===== src/rtl/mips_mem_pkg.sv =====
// Shared constants and FSM state type for the data-memory dump reader.
// Used by mem_dump_reader and dump_checksum_acc.
package mips_mem_pkg;

  localparam int ADDR_W = 10;
  localparam int DATA_W = 32;

  typedef enum logic [2:0] {
    IDLE,
    READ,
    WAIT,
    OUT,
    DONE
  } dump_state_t;

endpackage


===== src/rtl/dump_checksum_acc.sv =====
// Running modulo-2^DATA_W sum of dumped words.
// Instantiated by mem_dump_reader only when DUMP_CHECKSUM_EN is defined.
module dump_checksum_acc #(
  parameter int DATA_W = mips_mem_pkg::DATA_W
) (
  input  logic              clk,
  input  logic              rst,
  input  logic              clear,
  input  logic              add_en,
  input  logic [DATA_W-1:0] add_val,
  output logic [DATA_W-1:0] sum
);

  always_ff @(posedge clk or negedge rst) begin
    if (!rst) begin
      sum <= '0;
    end else if (clear) begin
      sum <= '0;
    end else if (add_en) begin
      sum <= sum + add_val;
    end
  end

endmodule


===== src/rtl/mem_dump_reader.sv =====
// Streams a window of data memory out over a valid/ready port.
// Optional running checksum enabled with the DUMP_CHECKSUM_EN macro.
module mem_dump_reader #(
  parameter int ADDR_W = mips_mem_pkg::ADDR_W,
  parameter int DATA_W = mips_mem_pkg::DATA_W
) (
  input  logic              clk,
  input  logic              rst,
  input  logic              start,
  input  logic [ADDR_W-1:0] base_addr,
  input  logic [ADDR_W:0]   word_count,
  output logic              mem_rd_en,
  output logic [ADDR_W-1:0] mem_rd_addr,
  input  logic [DATA_W-1:0] mem_rd_data,
  output logic              out_valid,
  input  logic              out_ready,
  output logic [DATA_W-1:0] out_data,
  output logic [ADDR_W-1:0] out_addr,
  output logic              busy,
  output logic              done,
  output logic [DATA_W-1:0] checksum
);

  import mips_mem_pkg::*;

  localparam logic [ADDR_W-1:0] ADDR_ONE = ADDR_W'(1);
  localparam logic [ADDR_W:0]   CNT_ONE  = (ADDR_W + 1)'(1);

  dump_state_t state;
  dump_state_t state_n;

  logic [ADDR_W-1:0] addr;
  logic [ADDR_W:0]   remaining;
  logic              accept;
  logic              empty_req;
  logic              xfer;
  logic              last;

  assign accept    = (state == IDLE) && start;
  assign empty_req = (word_count == '0);
  assign xfer      = (state == OUT) && out_ready;
  assign last      = (remaining == CNT_ONE);

  always_ff @(posedge clk or negedge rst) begin
    if (!rst) begin
      state <= IDLE;
    end else begin
      state <= state_n;
    end
  end

  always_comb begin
    state_n = state;
    unique case (state)
      IDLE: begin
        if (start) begin
          state_n = empty_req ? DONE : READ;
        end
      end
      READ: state_n = WAIT;
      WAIT: state_n = OUT;
      OUT: begin
        if (out_ready) begin
          state_n = last ? DONE : READ;
        end
      end
      DONE: state_n = IDLE;
      default: state_n = IDLE;
    endcase
  end

  always_comb begin
    mem_rd_en = 1'b0;
    out_valid = 1'b0;
    busy      = 1'b0;
    done      = 1'b0;
    unique case (state)
      READ: begin
        mem_rd_en = 1'b1;
        busy      = 1'b1;
      end
      WAIT: busy = 1'b1;
      OUT: begin
        out_valid = 1'b1;
        busy      = 1'b1;
      end
      DONE: done = 1'b1;
      default: begin
        mem_rd_en = 1'b0;
      end
    endcase
  end

  // Address and count only move on an accepted start or a completed transfer.
  always_ff @(posedge clk or negedge rst) begin
    if (!rst) begin
      addr      <= '0;
      remaining <= '0;
    end else if (accept && !empty_req) begin
      addr      <= base_addr;
      remaining <= word_count;
    end else if (xfer && !last) begin
      addr      <= addr + ADDR_ONE;
      remaining <= remaining - CNT_ONE;
    end
  end

  always_ff @(posedge clk or negedge rst) begin
    if (!rst) begin
      out_data <= '0;
      out_addr <= '0;
    end else if (state == WAIT) begin
      out_data <= mem_rd_data;
      out_addr <= addr;
    end
  end

  assign mem_rd_addr = addr;

`ifdef DUMP_CHECKSUM_EN
  dump_checksum_acc #(
    .DATA_W (DATA_W)
  ) u_acc (
    .clk     (clk),
    .rst     (rst),
    .clear   (accept),
    .add_en  (xfer),
    .add_val (out_data),
    .sum     (checksum)
  );
`else
  assign checksum = '0;
`endif

endmodule


===== config.mk =====
export PLATFORM = sky130hd
export DESIGN_NAME = mem_dump_reader
export DESIGN_NICKNAME = d
export VERILOG_FILES = /design/src/rtl/mips_mem_pkg.sv /design/src/rtl/dump_checksum_acc.sv /design/src/rtl/mem_dump_reader.sv
export SDC_FILE = /design/constraint.sdc
export NUM_CORES = 1
export LEC_CHECK = 0
export CELL_PAD_IN_SITES_DETAIL_PLACEMENT = 1
export CELL_PAD_IN_SITES_GLOBAL_PLACEMENT = 1
export CORE_UTILIZATION = 34
export DETAILED_ROUTE_END_ITERATION = 10
export PLACE_DENSITY_LB_ADDON = 0.1
export SLEW_MARGIN = 20
export SYNTH_ARGS = -nofsm -noshare
export SYNTH_HDL_FRONTEND = slang
export SYNTH_SLANG_ARGS = --single-unit

===== constraint.sdc =====
create_clock -name clk -period 5.8 [get_ports clk]
set_input_delay 1.16 -clock clk [delete_from_list [all_inputs] [get_ports clk]]
set_output_delay 1.16 -clock clk [all_outputs]
set_load 0.1 [all_outputs]

==> flow_metrics.tcl <==
set metrics [dict create \
    finalSetupTns_ps 0 \
    synth_seq_cells 66 \
    cpPeakStageDelay_ps 1130 \
    yosysTopAreaCellShare_pct 50.09 \
    yosysWarnings 0 \
    path_cells "nor2_1, and2_1, clkdlybuf4s50_1" \
    period_minus_slack_ps 3513 \
    grtUsageTotal_pct 17.23 \
    setup-violations-final 0 \
    hold_path.class "register to register" \
    overflow 0 \
    whs_ps 507.0 \
    grt_start_max_net_pins 62 \
    synth_area_leaders "dfrtp_1, mux2_2, buf_4" \
    worstSetupEndpointType "output pin" \
    synth-seq-area-share_pct 50.09 \
    synthArstFlopShare_pct 100.0 \
    clock_skew_ps 14.28 \
    crit_type "register to output pin" \
    antenna_found_initial 0 \
    cts_resized 0 \
    clock.fmax_ghz 0.2846 \
    hold_viol 0 \
    viasPerCell 4.845 \
    rows 35 \
    report.final.slew_viol_count 0 \
    path_clk_slew_ps 80 \
    drc 0 \
    layout.cells.non_filler 534 \
    wire_per_inst_um 15.82 \
    port_buffers 112 \
    post-cts-setup-buffers 0 \
    finalNetCount 460 \
    synth_largest_area_cell "dfrtp_1" \
    drive_above_1_share_pct 17.04 \
    synth.avg_cell_area_um2 11.53 \
    drtIter0Drc 68 \
    die_area_mm2 0.01009 \
    gp_congestion 0.8185 \
    critPathMaxFanout 8 \
    synth_edf_count 0 \
    die_y_um 100.5 \
    holdBufCountCts 0 \
    crit_required_ps 4640 \
    grt_pass1_wl_um 13510 \
    syn_to_final_growth_pct 42.69 \
    routed_wl_um 8449 \
    synthCells 286 \
    critPathArrivalTime_ps 2350 \
    vias 2587 \
    fin_crit_sh_pct 60.57 \
    syn_area_mm2 0.003297 \
    dp_hpwl_um 6214 \
    drtAntennaViolNets 0 \
    cts_sinks 66 \
    cts_tree "yes" \
    dpl.cell_count 518 \
    ctsHtreeMaxLevel 3 \
    start_kind "register" \
    maxCapViolations 0 \
    reg2reg_slack_ps 3210 \
    initial_core_util_pct 35.35 \
    firstDrtPassIters 2 \
    cts_buffers 9 \
    critPathSlowestCell "clkdlybuf4s50_1" \
    synth_cell_types 48 \
    insertedDiodeCount 0 \
    ios 145 \
    slew_headroom_pct 32.61 \
    clk_latency_ps 330 \
    rsz0062_at_grt "false" \
    n_fill_cell 1035 \
    worst-path-buf-inv 1 \
    root_buffer "clkbuf_8" \
    synth_ff_type "dfrtp_1" \
    cts.path.max_buffers 2 \
    tightestPinTransition_ps 1008 \
    status "complete, no violations" \
    grt_pass1_vias 2589 \
    post-route-util_pct 50.44 \
    die_x_um 100.5 \
    core_area_mm2 0.009328 \
    critical-path-top-delay-family "buffers and inverters" \
]
==> cell families after synthesis <==
kind of cell	Yosys count	synth area share, %
XOR/XNOR	2	0.5314
adder cells (fa/ha/maj)	3	1.139
other	1	0.1137
AO/OA/AOI/OAI	46	11.99
AND/OR/NAND/NOR	73	11.65
buffers and inverters	52	9.830
multiplexers	43	14.65
flip-flops	66	50.09
==> metal layers <==
| layer | global-route usage, % | vias up | routed length, µm |
|---|---|---|---|
| met5 | 0 | - | 0 |
| met2 | 27.19 | 84 | 3886 |
| met1 | 23.50 | 1275 | 4074 |
| met4 | 6.577 | 0 | 116 |
| li1 | - | 1218 | - |
| met3 | 3.259 | 10 | 371 |
==> Yosys cell counts (4+ instances only) <==
cell type / count
o32ai_1: 4
buf_2: 4
nor2_1: 16
clkbuf_1: 7
o311ai_0: 5
mux2_2: 42
inv_1: 8
or4_1: 4
or3_1: 4
a221o_1: 5
buf_4: 33
nor3_1: 6
a31oi_1: 5
nand2_1: 20
dfrtp_1: 66
==> per-stage QoR <==
stage / instance area (µm²) / worst slack, ps
after floorplan: 3413 / 1880
after global placement: 4419 / 1981
after detailed placement: 4456 / 2303
after CTS: 4705 / 2250
after global routing: 4705 / 2202
final: 4705 / 2287
==> registers in the layout (all words and copies together) (netlist names) <==
register     cells
out_data        32
state            3
remaining       11
out_addr        10
mem_rd_addr     10
==> layout by cell type, fill, tap and decap left out, drive strengths merged, types with 5 or more instances in the layout <==
master	synthesis	routed
clkdlybuf4s50	0	111
dfrtp	66	66
mux2	42	42
conb	1	32
nand2	20	20
nor2	17	17
clkbuf	7	10
inv	8	9
nor3	6	6
o311ai	5	5
a31oi	5	5
a221o	5	5
or4	5	5
buf	37	5
==> final cells by class <==
cell class	instances	area, µm²	share of cell area (%)
multi-input cells	199	1454	30.90
repair buffers	116	1159	24.63
well taps	129	161.4	3.431
inverters	8	30.03	0.6383
flip-flops and latches	66	1652	35.11
clock buffers	10	137.6	2.926
clock inverters	6	111.4	2.367
==> final timing paths <==
| kind | startpoint | to | depth (start not counted) |
|---|---|---|---|
| min in group asynchronous | rst | out_data[12] | 1 |
| max in group asynchronous | rst | remaining[3] | 2 |
| setup reg to reg | remaining[1] | mem_rd_addr[9] | 7 |
| hold reg to reg | out_data[2] | out_data[2] | 1 |
| setup / recovery | state[0] | done | 3 |
| hold / removal | out_data[2] | out_data[2] | 1 |
Power is not shown: default switching activity piles up to over one toggle a cycle in this logic, so the estimate is an artifact.
